`src/rtl/ula_seq.sv`:
```
// rtl/ula_seq.sv - multi-cycle EX-stage ALU with bit-serial shifts
// Single-cycle logic/arith/compare/LUI; SLL/SRL/SRA shift one bit per cycle.
module ula_seq #(
  parameter int WIDTH = 32,
  parameter int SHW   = 5
) (
  input  logic             clk,
  input  logic             rst_n,
  input  logic             in_valid,
  output logic             in_ready,
  input  logic [3:0]       ALUControl,
  input  logic [WIDTH-1:0] op_a,
  input  logic [WIDTH-1:0] op_b,
  input  logic [SHW-1:0]   shamt,
  output logic             out_valid,
  input  logic             out_ready,
  output logic [WIDTH-1:0] result,
  output logic             zero,
  output logic             overflow
);

  typedef enum logic [1:0] {IDLE, SHIFT, DONE} state_t;

  state_t           state;
  logic [WIDTH-1:0] acc;
  logic [SHW-1:0]   cnt;
  logic [1:0]       sop;
  logic             zero_q;
  logic             ovf_q;

  logic [WIDTH-1:0] sum;
  logic [WIDTH-1:0] diff;
  logic [WIDTH-1:0] alu_res;
  logic             alu_ovf;
  logic             is_shift;
  logic [WIDTH-1:0] shift_next;

  assign sum      = op_a + op_b;
  assign diff     = op_a - op_b;
  assign is_shift = (ALUControl[3:2] == 2'b10) && (ALUControl[1:0] != 2'b11);

  always_comb begin
    alu_res = sum;
    alu_ovf = 1'b0;
    case (ALUControl)
      4'b0001: begin
        alu_res = diff;
        alu_ovf = (op_a[WIDTH-1] != op_b[WIDTH-1]) && (diff[WIDTH-1] != op_a[WIDTH-1]);
      end
      4'b0010: alu_res = op_a & op_b;
      4'b0011: alu_res = op_a | op_b;
      4'b0100: alu_res = op_a ^ op_b;
      4'b0101: alu_res = ~(op_a | op_b);
      4'b0110: alu_res = {{(WIDTH-1){1'b0}}, ($signed(op_a) < $signed(op_b))};
      4'b0111: alu_res = {{(WIDTH-1){1'b0}}, (op_a < op_b)};
      // Shift by zero completes immediately with the unshifted operand
      4'b1000, 4'b1001, 4'b1010: alu_res = op_b;
      4'b1011: alu_res = {op_b[15:0], {(WIDTH-16){1'b0}}};
      default: begin
        alu_res = sum;
        alu_ovf = (op_a[WIDTH-1] == op_b[WIDTH-1]) && (sum[WIDTH-1] != op_a[WIDTH-1]);
      end
    endcase
  end

  always_comb begin
    case (sop)
      2'b00:   shift_next = {acc[WIDTH-2:0], 1'b0};
      2'b01:   shift_next = {1'b0, acc[WIDTH-1:1]};
      default: shift_next = {acc[WIDTH-1], acc[WIDTH-1:1]};
    endcase
  end

  always_ff @(posedge clk or negedge rst_n) begin
    if (!rst_n) begin
      state  <= IDLE;
      acc    <= '0;
      cnt    <= '0;
      sop    <= 2'b00;
      zero_q <= 1'b0;
      ovf_q  <= 1'b0;
    end else begin
      case (state)
        IDLE: begin
          if (in_valid) begin
            if (is_shift && (shamt != '0)) begin
              acc    <= op_b;
              cnt    <= shamt;
              sop    <= ALUControl[1:0];
              zero_q <= 1'b0;
              ovf_q  <= 1'b0;
              state  <= SHIFT;
            end else begin
              acc    <= alu_res;
              zero_q <= (alu_res == '0);
              ovf_q  <= alu_ovf;
              state  <= DONE;
            end
          end
        end
        SHIFT: begin
          acc <= shift_next;
          cnt <= cnt - 1'b1;
          if (cnt == SHW'(1)) begin
            zero_q <= (shift_next == '0);
            state  <= DONE;
          end
        end
        DONE: begin
          if (out_ready) state <= IDLE;
        end
        default: state <= IDLE;
      endcase
    end
  end

  assign in_ready  = (state == IDLE);
  assign out_valid = (state == DONE);
  assign result    = acc;
  assign zero      = zero_q;
  assign overflow  = ovf_q;

endmodule

```
`config.mk`:
```
export PLATFORM = sky130hd
export DESIGN_NAME = ula_seq
export DESIGN_NICKNAME = d
export VERILOG_FILES = /design/src/rtl/ula_seq.sv
export SDC_FILE = /design/constraint.sdc
export NUM_CORES = 1
export LEC_CHECK = 0
export BUFFER_PORTS_ARGS = -buffer_cell sky130_fd_sc_hd__buf_4
export CELL_PAD_IN_SITES_DETAIL_PLACEMENT = 1
export CELL_PAD_IN_SITES_GLOBAL_PLACEMENT = 1
export CORE_UTILIZATION = 40
export DETAILED_ROUTE_END_ITERATION = 7
export PLACE_DENSITY_LB_ADDON = 0.12
export SLEW_MARGIN = 10
export SYNTH_ARGS = -nofsm -noshare
export SYNTH_HDL_FRONTEND = slang
export SYNTH_SLANG_ARGS = --single-unit
export TNS_END_PERCENT = 10
```
`constraint.sdc`:
```
create_clock -name clk -period 2.6 [get_ports clk]
set_clock_uncertainty 0.1 [all_clocks]
set_input_delay 0.52 -clock clk [delete_from_list [all_inputs] [get_ports clk]]
set_output_delay 0.52 -clock clk [all_outputs]
set_load 0.005 [all_outputs]
```
==> results of run 1 <==
## cells by family after synthesis
| logic type | after synthesis | share of synthesized area, % |
|---|---|---|
| buf+inv | 191 | 8.65 |
| simple gates | 408 | 22.2 |
| xor+xnor | 5 | 0.480 |
| fa+ha+maj | 100 | 13.9 |
| compound gates | 522 | 38.9 |
| mux | 36 | 4.14 |
| flops | 43 | 11.8 |
## metal layers
metal,track usage (%),overflow
met1,75.6,0
met2,95.7,69
met3,50.8,2
met4,80.6,44
met5,4.97,0
## stage by stage
| step | hold slack (ps) | std cells | setup slack [ps] | cell area, um2 | utilization [%] |
|---|---|---|---|---|---|
| after detailed placement | 409 | 2098 | -1330 | 13800 | 62.6 |
| after CTS | 144 | 2122 | -816 | 14800 | 66.9 |
| after floorplan | 124 | 1305 | -537 | 9330 | - |
| after global placement | 389 | 2098 | -1190 | 13800 | 62.6 |
## what timing repair did
item | in CTS
buffers inserted | 18
pin swaps | 64
resized for setup | 156
endpoints found under the setup margin | 34
==> metrics.cfg, run 1 <==
[floorplanning]
fp.dieH_um = 153
initial_core_util_pct = 41.3
fp.dieW_um = 153
io_pins = 113
num_rows = 54

[synth]
yosysMostFrequentCell = nand2_1
yosysTopAreaCellShare_pct = 13.4
yosys.area.top_type = ha_1
synth_ff_type = dfrtp_1
ys_top_cells_by_count = nand2_1 (123), a21oi_1 (113), nor2_1 (102)
syn_area_per_cell_um2 = 6.99
ys_seq_elements = 43
synth_edf_count = 0
postSynth.asyncResetShare_pct = 100
yosysSeqAreaShare_pct = 11.8
ys_top_cells_by_area = ha_1 (13%), dfrtp_1 (12%), a21oi_1 (6.2%), o21ai_0 (5.3%), nand2_1 (5.1%)
yosysWarnings = 0
ys_types = 98
synth_fp_nets = 1482
netlist_instances = 1305
syn_area_mm2 = 0.00912

[clocking]
clock_sinks = 43
cts_buffer_depth = 2
ctsRootBufferMaster = clkbuf_16
cts_made_buffers = 5
htreeDepth = 2
cts_hold_buf = 0

[sta]
worstEpCategory = sequential cell input
grt_worst_setup_endpoint = zero$_DFFE_PN0P_/D

[outcome]
tool.error = [ERROR GRT-0232] Routing congestion too high. Check the congestion heatmap in the GUI.
status = did not finish
failing_step = 5_1_grt

[placement]
hpwl_mm = 45.1
gp_congestion = 0.978
io_buffers = 112

[global_routing]
grt_max_degree = 44
grt.overflow.total = 115
track_usage_pct = 74.5

==> inputs of run 2 (changes only) <==
--- a/config.mk
+++ b/config.mk
@@ -6,11 +6,9 @@
 export NUM_CORES = 1
 export LEC_CHECK = 0
 export BUFFER_PORTS_ARGS = -buffer_cell sky130_fd_sc_hd__buf_4
-export CELL_PAD_IN_SITES_DETAIL_PLACEMENT = 1
-export CELL_PAD_IN_SITES_GLOBAL_PLACEMENT = 1
-export CORE_UTILIZATION = 40
+export CORE_UTILIZATION = 25
 export DETAILED_ROUTE_END_ITERATION = 7
-export PLACE_DENSITY_LB_ADDON = 0.12
+export PLACE_DENSITY_LB_ADDON = 0.15
 export SLEW_MARGIN = 10
 export SYNTH_ARGS = -nofsm -noshare
 export SYNTH_HDL_FRONTEND = slang
==> run 2 against run 1 <==
Against the previous run: the flow now finishes, with violations (design-rule violations, negative setup slack); synthesized cell count unchanged; synthesized area unchanged.
==> metrics.cfg, run 2 <==
[outcome]
status = complete, but fails checks
violations = design-rule violations, negative setup slack

[pwr]
p_int_mw = 3.76
vdd_drop_max_v = 0.000280
power_frac_comb_pct = 71.0
power_frac_seq_pct = 19.5
clkPwrFrac_pct = 9.5
power.switching_mw = 3.19
p_sw_share_pct = 45.9
power.leakage_nw = 7.09
p_per_area_mw_per_mm2 = 454

[global_routing]
grt_pass1_wl_mm = 73.9
grt_max_degree = 44
grt.overflow.total = 0
grt_pass1_vias = 12110
antenna_found_initial = 0
track_usage_pct = 26.4

[route]
vias = 12352
met3_wirelength_mm = 3.20
viasPerCell = 5.35
drt-total-wl_mm = 49.7
route.detailed.drc = 10
initialDrtViolationCount = 981
drtAntennaViolNets = 0
dr.max_layer_used = met4
met2_length_mm = 22.1
routedWlPerCell_um = 21.6
met1_length_mm = 22.8
drtPass1Iterations = 8

[final_layout]
register_area_mm2 = 0.00108
nets = 2022
fill_cells = 3752
num_antenna_cells = 0
area_growth_pct = 67.8
design_area_mm2 = 0.0153
layout_common_cells = buf_4 (588), nand2_1 (120), a21oi_1 (98), nor2_1 (94), inv_1 (78)
drive_gt1_share_pct = 44.6
multi_input_area_mm2 = 0.00816
largest_reg_flops = 32
final_common_cell = buf_4

[sta]
max_slew_margin_pct = 32.4
slew_violations = 0
fin_crit_ps = 3370
max_freq_mhz = 296
whs_ps = 124
rsz0062_at_grt = true
tightestPinTransition_ps = 1010
fin_ws_ps = -773
period_share_pct = 130
setup-violations-final = 29
hold_violations = 0

[synth]
syn_area_mm2 = 0.00912  ; unchanged
ys_seq_elements = 43  ; unchanged
yosysWarnings = 0  ; unchanged
ys_top_cells_by_count = nand2_1 (123), a21oi_1 (113), nor2_1 (102)
yosysTopAreaCellShare_pct = 13.4  ; unchanged
yosysSeqAreaShare_pct = 11.8  ; unchanged
yosysMostFrequentCell = nand2_1
netlist_instances = 1305  ; unchanged
ys_top_cells_by_area = ha_1 (13%), dfrtp_1 (12%), a21oi_1 (6.2%), o21ai_0 (5.3%), nand2_1 (5.1%)
postSynth.asyncResetShare_pct = 100  ; unchanged
yosys.area.top_type = ha_1
synth_ff_type = dfrtp_1
synth_fp_nets = 1482  ; unchanged
syn_area_per_cell_um2 = 6.99  ; unchanged
ys_types = 98  ; unchanged
synth_edf_count = 0  ; unchanged

[clocking]
ctsRootBufferMaster = clkbuf_16
cts_buffer_depth = 2  ; unchanged
cts_hold_buf = 0  ; unchanged
clk_latency_ps = 290
clock_sinks = 43  ; unchanged
cts_made_buffers = 5  ; unchanged
clk_pin_slew_ps = 60
htreeDepth = 2  ; unchanged
cts_tree = done

[critical_path]
r2r_start = state[0]$_DFFE_PN0P_
r2r_slack_ps = 210
r2r_cells = 10
critPathKind = in2reg
crit_path_cell_trace = buf_8, clkinvlp_4, buf_6, fa_2, nor2b_4, o21a_4, or2_4, xnor2_2, a211oi_2, o2111ai_2, nor4_4, nand4_1, nor4_2, nand4b_1, o21ai_1
crit_slowest_cell = fa_2
crit_required_ps = 2710
arrival_ps = 3490
crit_path_end_kind = flip-flop
path_max_fanout = 3
cp-start-kind = input pin
slowest_delay_ps = 380
rr_endpoint = zero$_DFFE_PN0P_

[placement]
placed_cell_area_mm2 = 0.0141  ; +2.0%
gp_congestion = 1.00  ; +2.3%
hpwl_mm = 41.6  ; -7.8%
io_buffers = 112  ; unchanged

[floorplanning]
fp.dieW_um = 193  ; +26%
io_pins = 113  ; unchanged
dieArea_mm2 = 0.0373
num_rows = 69  ; +28%
fp.dieH_um = 193  ; +26%
core_mm2 = 0.0357
initial_core_util_pct = 25.5  ; -16 points

[hold_path]
hold_path.class = in2async

[run]
max_cap_viol_count = 0

==> run 2: cell counts after synthesis <==
Identical to the previous run, type by type.
==> run 2: power groups by stage <==
stage / Combinational, mW / Sequential [mW] / Clock [mW]
after floorplan: 2.28 / 1.23 / 0
after global routing: 5.34 / 1.40 / 0.698
after CTS: 4.76 / 1.35 / 0.672
final: 4.94 / 1.35 / 0.659
after detailed placement: 4.55 / 1.36 / 0
after global placement: 4.53 / 1.36 / 0
==> run 2: repair_timing <==
action	4_1_cts	5_1_grt
gates cloned	0	0
setup buffers	16	7
resized for setup	141	70
endpoints found under the setup margin	31	31
pin swaps	64	54
==> run 2: cells by family after synthesis <==
kind of cell	Yosys count	share of synthesized area (%)
AO/OA/AOI/OAI	522	38.9
XOR/XNOR	5	0.480
adder cells (fa/ha/maj)	100	13.9
buffers and inverters	191	8.65
flip-flops	43	11.8
multiplexers	36	4.14
AND/OR/NAND/NOR	408	22.2
==> run 2: stage by stage <==
stage               util [%]  setup TNS, ps  std cells  power (mW)  setup WS (ps)
global route            42.8         -15110       2307        7.44           -877
floorplan                  -          -6110       1305        3.51           -537
detailed placement      39.5         -29220       2277        5.91          -1430
global placement        39.5         -27450       2277        5.89          -1380
CTS                     41.9         -12750       2300        6.78           -851
finish                  42.8         -12280       2307        6.95           -773
==> run 2: worst max-delay path by stage <==
stage / slack [ps] / from / cells after the start / endpoint
final: -770 / op_b[1] / 15 / zero$_DFFE_PN0P_
after floorplan: -540 / op_b[3] / 14 / result[27]$_DFFE_PN0P_
after global routing: -880 / op_b[1] / 17 / zero$_DFFE_PN0P_
after detailed placement: -1430 / op_a[1] / 15 / zero$_DFFE_PN0P_
after CTS: -850 / op_a[0] / 16 / zero$_DFFE_PN0P_
after global placement: -1380 / op_b[0] / 16 / zero$_DFFE_PN0P_
==> run 2: final cells by class <==
class | instances | area share [%]
multi-input combinational | 1071 | 53.3
tap | 461 | 3.77
timing repair buffer | 623 | 32.2
clock buffer | 8 | 1.02
inverter | 101 | 2.68
sequential | 43 | 7.03
==> run 2: layer usage <==
layer  vias to the layer above  GRT usage, %
li1                       5954             -
met1                      5857          36.4
met2                       470          42.3
met3                        71          3.44
met4                         0          8.26
met5                         -             0
==> run 2: critical path: cells and delay by family <==
family	cells	cell delay [ps]
AO/OA/AOI/OAI	4	890
AND/OR/NAND/NOR	6	1200
adder cells (fa/ha/maj)	1	380
buffers and inverters	3	340
XOR/XNOR	1	140
(Power assumes the default switching activity.)
